File: src/rtl/spi_bus_arbiter.sv
// Round-robin arbiter sharing one mode-0 SPI bus (SCLK/MOSI/CS) between a flash and a sensor master.
// Define SPI_BUS_ARBITER_TIMEOUT_EN to bound each grant to TIMEOUT rising edges with a sticky ERROR flag.
module spi_bus_arbiter #(
    parameter int CLK_DIV  = 50,
    parameter int CS_SETUP = 2,
    parameter int CS_HOLD  = 2,
    parameter int TIMEOUT  = 4096
) (
    input  logic CLK,
    input  logic RESET,
    input  logic REQ_FLASH,
    input  logic REQ_SENSOR,
    output logic GNT_FLASH,
    output logic GNT_SENSOR,
    input  logic MOSI_FLASH,
    input  logic MOSI_SENSOR,
    output logic MOSI,
    output logic SCLK,
    output logic SCLK_RISE,
    output logic SCLK_FALL,
    output logic FLASH_CS,
    output logic SENSOR_CS,
    output logic ERROR
);

    generate
        if (CLK_DIV < 1 || CLK_DIV > 255) begin : g_bad_clk_div
            $error("spi_bus_arbiter: CLK_DIV must be 1..255");
        end
        if (CS_SETUP < 1 || CS_SETUP > 15) begin : g_bad_cs_setup
            $error("spi_bus_arbiter: CS_SETUP must be 1..15");
        end
        if (CS_HOLD < 1 || CS_HOLD > 15) begin : g_bad_cs_hold
            $error("spi_bus_arbiter: CS_HOLD must be 1..15");
        end
        if (TIMEOUT < 1 || TIMEOUT > 65535) begin : g_bad_timeout
            $error("spi_bus_arbiter: TIMEOUT must be 1..65535");
        end
    endgenerate

    localparam logic [7:0] DIV_LAST   = 8'(CLK_DIV - 1);
    localparam logic [3:0] SETUP_LAST = 4'(CS_SETUP - 1);
    localparam logic [3:0] HOLD_LAST  = 4'(CS_HOLD - 1);

    typedef enum logic [1:0] {IDLE, SETUP, ACTIVE, HOLD} state_t;

    state_t     state_reg, state_next;
    logic       owner_reg, owner_next;   // 0 = flash, 1 = sensor
    logic       last_reg, last_next;     // requester granted most recently
    logic [3:0] phase_reg, phase_next;
    logic [7:0] div_reg, div_next;
    logic       sclk_reg, sclk_next;
    logic       rise_reg, rise_next;
    logic       fall_reg, fall_next;
    logic       stop_reg, stop_next;

    logic [1:0] req_vec;
    logic [1:0] mosi_vec;
    logic [1:0] sel_vec;
    logic [1:0] gnt_vec;
    logic       owner_req;
    logic       release_now;
    logic       pick;

    assign req_vec  = {REQ_SENSOR, REQ_FLASH};
    assign mosi_vec = {MOSI_SENSOR, MOSI_FLASH};

    genvar gi;
    generate
        for (gi = 0; gi < 2; gi++) begin : g_port
            assign sel_vec[gi] = (state_reg != IDLE) && (owner_reg == 1'(gi));
            assign gnt_vec[gi] = sel_vec[gi] && (state_reg == ACTIVE);
        end
    endgenerate

    assign owner_req   = req_vec[owner_reg];
    // Once the owner lets go (or the grant times out) the transaction is wound down for good.
    assign release_now = stop_reg | ~owner_req;
    assign pick        = (REQ_FLASH & REQ_SENSOR) ? ~last_reg : REQ_SENSOR;

`ifdef SPI_BUS_ARBITER_TIMEOUT_EN
    localparam logic [15:0] EDGE_LIMIT = 16'(TIMEOUT);

    logic [15:0] edge_reg, edge_next;
    logic        error_reg, error_next;
    logic [15:0] edge_inc;

    assign edge_inc = edge_reg + 16'd1;
`endif

    always_comb begin
        state_next = state_reg;
        owner_next = owner_reg;
        last_next  = last_reg;
        phase_next = phase_reg;
        div_next   = div_reg;
        sclk_next  = sclk_reg;
        rise_next  = 1'b0;
        fall_next  = 1'b0;
        stop_next  = stop_reg;
`ifdef SPI_BUS_ARBITER_TIMEOUT_EN
        edge_next  = edge_reg;
        error_next = error_reg;
`endif
        unique case (state_reg)
            IDLE: begin
                if (REQ_FLASH || REQ_SENSOR) begin
                    state_next = SETUP;
                    owner_next = pick;
                    last_next  = pick;
                    phase_next = 4'd0;
                    stop_next  = 1'b0;
`ifdef SPI_BUS_ARBITER_TIMEOUT_EN
                    edge_next  = 16'd0;
`endif
                end
            end
            SETUP: begin
                stop_next = release_now;
                if (phase_reg == SETUP_LAST) begin
                    phase_next = 4'd0;
                    if (release_now) begin
                        state_next = HOLD;
                    end else begin
                        state_next = ACTIVE;
                        div_next   = 8'd0;
                        sclk_next  = 1'b0;
                    end
                end else begin
                    phase_next = phase_reg + 4'd1;
                end
            end
            ACTIVE: begin
                if (!owner_req) begin
                    stop_next = 1'b1;
                end
                if (!sclk_reg && release_now) begin
                    state_next = HOLD;
                    phase_next = 4'd0;
                end else if (div_reg == DIV_LAST) begin
                    div_next  = 8'd0;
                    sclk_next = ~sclk_reg;
                    if (sclk_reg) begin
                        // The falling edge closing the last bit coincides with HOLD entry.
                        fall_next = 1'b1;
                        if (release_now) begin
                            state_next = HOLD;
                            phase_next = 4'd0;
                        end
                    end else begin
                        rise_next = 1'b1;
`ifdef SPI_BUS_ARBITER_TIMEOUT_EN
                        edge_next = edge_inc;
                        if (edge_inc == EDGE_LIMIT) begin
                            stop_next  = 1'b1;
                            error_next = 1'b1;
                        end
`endif
                    end
                end else begin
                    div_next = div_reg + 8'd1;
                end
            end
            HOLD: begin
                if (phase_reg == HOLD_LAST) begin
                    state_next = IDLE;
                    phase_next = 4'd0;
                end else begin
                    phase_next = phase_reg + 4'd1;
                end
            end
            default: begin
                state_next = IDLE;
            end
        endcase
    end

    always_ff @(posedge CLK) begin
        if (!RESET) begin
            state_reg <= IDLE;
            owner_reg <= 1'b0;
            last_reg  <= 1'b1;
            phase_reg <= 4'd0;
            div_reg   <= 8'd0;
            sclk_reg  <= 1'b0;
            rise_reg  <= 1'b0;
            fall_reg  <= 1'b0;
            stop_reg  <= 1'b0;
        end else begin
            state_reg <= state_next;
            owner_reg <= owner_next;
            last_reg  <= last_next;
            phase_reg <= phase_next;
            div_reg   <= div_next;
            sclk_reg  <= sclk_next;
            rise_reg  <= rise_next;
            fall_reg  <= fall_next;
            stop_reg  <= stop_next;
        end
    end

`ifdef SPI_BUS_ARBITER_TIMEOUT_EN
    always_ff @(posedge CLK) begin
        if (!RESET) begin
            edge_reg  <= 16'd0;
            error_reg <= 1'b0;
        end else begin
            edge_reg  <= edge_next;
            error_reg <= error_next;
        end
    end

    assign ERROR = error_reg;
`else
    assign ERROR = 1'b0;
`endif

    assign GNT_FLASH  = gnt_vec[0];
    assign GNT_SENSOR = gnt_vec[1];
    assign FLASH_CS   = ~sel_vec[0];
    assign SENSOR_CS  = ~sel_vec[1];
    assign MOSI       = |(gnt_vec & mosi_vec);
    assign SCLK       = sclk_reg;
    assign SCLK_RISE  = rise_reg;
    assign SCLK_FALL  = fall_reg;

endmodule

File: config.mk
export PLATFORM = sky130hd
export DESIGN_NAME = spi_bus_arbiter
export DESIGN_NICKNAME = d
export VERILOG_FILES = /design/src/rtl/spi_bus_arbiter.sv
export SDC_FILE = /design/constraint.sdc
export NUM_CORES = 1
export LEC_CHECK = 0
export ABC_AREA = 1
export CORE_MARGIN = 1.5
export CORE_UTILIZATION = 40
export DETAILED_ROUTE_END_ITERATION = 8
export GPL_TIMING_DRIVEN = 0
export PLACE_DENSITY = 0.62
export SYNTH_ARGS = -nofsm -noshare
export SYNTH_HDL_FRONTEND = slang
export SYNTH_SLANG_ARGS = --single-unit
File: constraint.sdc
create_clock -name CLK -period 2.5 [get_ports CLK]
set_input_delay 0.375 -clock CLK [delete_from_list [all_inputs] [get_ports CLK]]
set_output_delay 0.375 -clock CLK [all_outputs]
set_load 0.01 [all_outputs]
==> results_dict.tcl, run 1 <==
set metrics [dict create \
    status "completed" \
    antenna_left 0 \
    skew_ps 12.4 \
    hold_path_class "in2reg" \
    synth_seq_area_share_pct 31.1 \
    vias_per_cell 4.79 \
    synthFlopType "dfxtp_1" \
    min_path_cells 2 \
    initial_core_util_pct 42.1 \
    slowest_stage "clkdlybuf4s50_1" \
    grt_usage_pct 17.2 \
    crit_required_ps 2120 \
    place_area_um2 1460 \
    postCtsHoldBufs 0 \
    dp_hpwl_um 2090 \
    reg2reg_slack_ps 830 \
    gp_congestion 0.822 \
    yosysTopAreaCellShare_pct 31.1 \
    wire_per_inst_um 10.6 \
    die_area_um2 3560 \
    cp_common_cell "inv_1" \
    power_leakage_nw 0.648 \
    netlist_instances 190 \
    postCtsSetupBuffers 0 \
    synth_cell_types 28 \
    finalSetupViolCount 0 \
    avgSynthCellArea_um2 6.77 \
    cts.reportedPaths.clkPinSlew_ps 120 \
    area_delta_synth_final_pct 18.1 \
    grt_pass1_wl_um 4570 \
    arrival_ps 1980 \
    drive_above_1_share_pct 10.7 \
    cp_slowest_stage_delay_ps 520 \
    core_area_um2 3050 \
    grt_max_degree 13 \
    final_cell_mix "nand2_1 (50), nor2_1 (30), dfxtp_1 (18), inv_1 (17), clkdlybuf4s50_1 (12)" \
    maxCapViolations 0 \
    post-route-period-util_pct 94.3 \
    drc_errors 0 \
    crit_fanout 4 \
    antenna_found_initial 0 \
    power_density_nw_per_um2 921 \
    n_antenna_cell 0 \
    drt-initial-drc-count 42 \
    worstReg2RegEnd "div_reg[6]$_SDFFE_PN0P_" \
    die_w_um 59.7 \
    cts_root_buf "clkbuf_4" \
    critPathTopFamily "buffers and inverters" \
    synth_top_area_cell "dfxtp_1" \
    cts_tree "yes" \
    finalWorstPathRequiredPeriod_ps 2360 \
    reg2regPathDepth 11 \
    clock_latency_ps 310 \
    vdd_drop_max_mv 0.394 \
    cp_cell_sequence "inv_1 > ha_1 > inv_1 > nand2_1 > nor2_1 > a22o_1 > clkdlybuf4s50_1" \
    cts_buffers 3 \
    crit_start "state_reg[0]$_SDFFE_PN0P_" \
    fin_nets 222 \
    synth_enable_flop_cells 0 \
    dr.pass1.iters 4 \
    reg2reg_from "state_reg[0]$_SDFFE_PN0P_" \
    critPathLaunchType "register" \
    max_freq_ghz 0.424 \
    largest_register_ffs 8 \
    io_pins 15 \
    synthArstFlopShare_pct 0 \
    die_y_um 59.7 \
    crit_path_end "MOSI" \
    critPathBufInv 3 \
    cts.htree.levels 1 \
    finalMaxSlewViolations 0 \
    critPathKind "reg2out" \
    synthesis.nets 205 \
    final_hold_viol_count 0 \
    endpoint_kind "output port" \
    layout_commonest_cell "nand2_1" \
    design_area_um2 1520 \
    clockBufferDepth 2 \
    num_vias 1197 \
    rsz0062_at_grt "false" \
    cts.sinks 20 \
    grt_pass1_vias 1052 \
    setup_tns_ps 0 \
    path_depth 7 \
    routed_wl_um 2640 \
    ys_top_cells_by_area "dfxtp_1 (31%), nand2_1 (15%), ha_1 (8.8%)" \
    globalRouteOverflowTotal 0 \
    ys_seq_elements 20 \
    synthesis.area_um2 1290 \
    rows 20 \
    port_buffers 12 \
    synth_warnings 0 \
]
[layout make-up]
| class | instances | area, um2 |
|---|---|---|
| buffer | 4 | 33.8 |
| multi-input combinational | 146 | 777 |
| sequential | 20 | 405 |
| fill | 325 | 1530 |
| inverter | 20 | 75.1 |
| timing repair buffer | 12 | 120 |
| clock inverter | 1 | 30.0 |
| tap | 44 | 55.1 |
| clock buffer | 3 | 22.5 |
[cells in the mapped netlist (all sizes together) (2+ instances only)]
library cell / instances
a21oi: 11
buf: 3
dfxtp: 20
ha: 9
inv: 19
nand2: 57
nand3: 12
nand4: 7
nor2: 31
nor3: 4
o21ai: 6
xor2: 2
[worst min-delay path by stage]
stage / start / to / slack [ps]
2_1_floorplan: last_reg$_SDFFE_PN1P_ / last_reg$_SDFFE_PN1P_ / 430
3_3_place_gp: last_reg$_SDFFE_PN1P_ / last_reg$_SDFFE_PN1P_ / 460
3_5_place_dp: last_reg$_SDFFE_PN1P_ / last_reg$_SDFFE_PN1P_ / 450
4_1_cts: RESET / last_reg$_SDFFE_PN1P_ / 430
5_1_grt: RESET / last_reg$_SDFFE_PN1P_ / 460
6_report: RESET / last_reg$_SDFFE_PN1P_ / 440
[kinds of logic (layout without fill, tap and decap cells)]
family,Yosys count,in the layout,share of synthesized area (%)
compound gates,20,20,8.46
xor+xnor,3,3,2.04
fa+ha+maj,9,9,8.76
buf+inv,24,40,8.46
flops,20,20,31.1
other cells,1,1,0.292
simple gates,113,113,40.9
[timing repair]
action | in CTS | in global routing
setup endpoints to repair | 0 | 1
endpoints found under the hold margin | 0 | 0
gates resized for setup | 0 | 3
[routing by layer]
layer | vias up | track usage, % | part of all wire (%)
met1 | 533 | 22.5 | 50
met5 | - | 0 | 0
met3 | 4 | 2.60 | 4.3
met2 | 18 | 27.3 | 44
met4 | 0 | 8.57 | 2.0
li1 | 642 | - | -
[metrics by stage]
step | total power, mW | std cells | hold WS (ps) | setup slack (ps) | util [%]
CTS | 1.41 | 250 | 433 | 63.6 | 49.6
finish | 1.40 | 250 | 436 | 141 | 49.8
global route | 1.53 | 250 | 461 | 1.15 | 49.8
floorplan | 0.956 | 190 | 429 | 838 | -
global placement | 1.11 | 246 | 456 | 444 | 47.9
detailed placement | 1.14 | 246 | 450 | 433 | 47.9
[power breakdown]
part / leakage, nW / internal, mW / total [mW] / switching, mW
combinational: 0.457 / 0.273 / 0.703 / 0.430
sequential: 0.164 / 0.376 / 0.429 / 0.0522
clock: 0.0279 / 0.162 / 0.268 / 0.105
total: 0.648 / 0.812 / 1.40 / 0.587
Power figures use the tool's default switching activity.
==> run 2, diff against run 1 <==
Settings changed: CORE_ASPECT_RATIO set to 0.75.
==> run 2 against run 1 <==
Net effect: design area down 1.3%; final cell count down 2.8%; largest power group unchanged; critical path type unchanged; non-clock buffer count unchanged.
==> results_dict.tcl, run 2 (same netlist as run 1, synthesis figures left out) <==
set metrics [dict create \
    finalSetupViolCount 0 \
    antenna_left 0 \
    p_clk_share_pct 15.7 \
    p_int_mw 0.753 \
    cts_tree "yes" \
    drive_above_1_share_pct 9.76 \
    pre_cts_slack_ps 388 \
    rows 17 \
    crit_required_ps 2120 \
    io_pins 15 \
    endpoint_kind "output port" \
    port_buffers 12 \
    arrival_ps 1850 \
    core_area_um2 3000 \
    cts.sinks 20 \
    vias_per_cell 4.95 \
    hold_path.startpoint "last_reg$_SDFFE_PN1P_" \
    num_vias 1203 \
    dr.pass1.iters 4 \
    min_path_cells 2 \
    finalMaxSlewViolations 0 \
    drt-initial-drc-count 33 \
    vdd_drop_max_mv 0.379 \
    fin_cells 243 \
    grt_usage_pct 18.9 \
    skew_ps 1.31 \
    worstReg2RegEnd "phase_reg[0]$_SDFFE_PN0P_" \
    clockBufferDepth 2 \
    cts.htree.levels 1 \
    fin_util_pct 50.0 \
    die_area_um2 3570 \
    reg2regPathDepth 11 \
    fin_nets 222 \
    design_area_um2 1500 \
    postCtsSetupBuffers 0 \
    power_leakage_nw 0.660 \
    status "completed" \
    hold_path_class "reg2reg" \
    power_frac_comb_pct 52.8 \
    critPathKind "reg2out" \
    place_area_um2 1450 \
    layout_commonest_cell "nand2_1" \
    finalWorstPathRequiredPeriod_ps 2230 \
    routed_wl_um 2810 \
    reg2reg_from "state_reg[0]$_SDFFE_PN0P_" \
    power_density_nw_per_um2 897 \
    antenna_found_initial 0 \
    cts_root_buf "clkbuf_8" \
    post-route-period-util_pct 89.1 \
    globalRouteOverflowTotal 0 \
    die_y_um 52.1 \
    cts_buffers 3 \
    worstHoldEndpoint "last_reg$_SDFFE_PN1P_" \
    cts.reportedPaths.clkPinSlew_ps 70 \
    dp_hpwl_um 2220 \
    drc_errors 0 \
    area_delta_synth_final_pct 16.5 \
    grt_pass1_wl_um 5020 \
    holdWs_ps 480 \
    power_mw 1.34 \
    die_w_um 68.5 \
    critPathLaunchType "register" \
    initial_core_util_pct 42.9 \
    largest_register_ffs 8 \
    fill_cells 315 \
    maxCapViolations 0 \
    clock_latency_ps 260 \
    final_hold_viol_count 0 \
    final_cell_mix "nand2_1 (50), nor2_1 (30), dfxtp_1 (19), inv_1 (17)" \
    max_freq_ghz 0.449 \
    n_antenna_cell 0 \
    rsz0062_at_grt "false" \
    grt_pass1_vias 1164 \
    wire_per_inst_um 11.5 \
    setup_tns_ps 0 \
    setup_ws_ps 273 \
    reg2reg_slack_ps 830 \
    p_sw_mw 0.591 \
    switching_share_pct 44.0 \
    dp.cells 240 \
    gp_congestion 0.781 \
    crit_fanout 4 \
    seq_power_share_pct 31.5 \
    grt_max_degree 11 \
]
-- run 2: cell count changes in the layout (fill, tap and decap cells not counted), sizes merged --
cell           before  now
bufinv              1    0
clkdlybuf4s50      12   11
dlymetal6s2s        0    1
-- run 2: how the worst max path moves through the flow --
stage,start,slack (ps),end
CTS,state_reg[0]$_SDFFE_PN0P_,90,MOSI
detailed placement,state_reg[0]$_SDFFE_PN0P_,390,MOSI
floorplan,state_reg[0]$_SDFFE_PN0P_,840,MOSI
finish,state_reg[1]$_SDFFE_PN0P_,270,GNT_FLASH
global placement,state_reg[0]$_SDFFE_PN0P_,440,MOSI
global route,state_reg[1]$_SDFFE_PN0P_,140,GNT_FLASH
-- run 2: power groups by stage --
stage | clock (mW) | combinational [mW] | sequential, mW
finish | 0.211 | 0.709 | 0.424
global route | 0.232 | 0.811 | 0.433
CTS | 0.220 | 0.712 | 0.421
detailed placement | 0 | 0.709 | 0.429
global placement | 0 | 0.685 | 0.427
floorplan | 0 | 0.536 | 0.420
-- run 2: worst max-delay path, cell delays in order (launching register included) --
cell and delay, ps:
dfxtp_1 380, inv_1 90, ha_1 220, inv_1 130, nand2_1 80, nor2_1 140, clkdlybuf4s50_1 560
-- run 2: final cells by class --
type | count | area, um2 | area share (%)
multi-input combinational | 146 | 777 | 51.8
sequential | 20 | 402 | 26.8
timing repair buffer | 12 | 123 | 8.18
inverter | 20 | 75.1 | 5.01
tap | 38 | 47.5 | 3.17
clock buffer | 3 | 41.3 | 2.75
buffer | 4 | 33.8 | 2.25
-- run 2: what timing repair did --
action / CTS / global route
gates resized for setup: 0 / 2
endpoints found under the hold margin: 0 / 0
hold buffers: 0 / 0
setup endpoints to repair: 0 / 1
-- run 2: layer usage --
layer / vias up / track usage (%) / share of wire (%) / routed length, um
met2: 21 / 32.1 / 45 / 1260
met3: 4 / 5.19 / 4.4 / 124
met1: 543 / 23.0 / 50 / 1390
met4: 0 / 5.67 / 0.89 / 25
met5: - / 0 / 0 / 0
li1: 635 / - / - / -
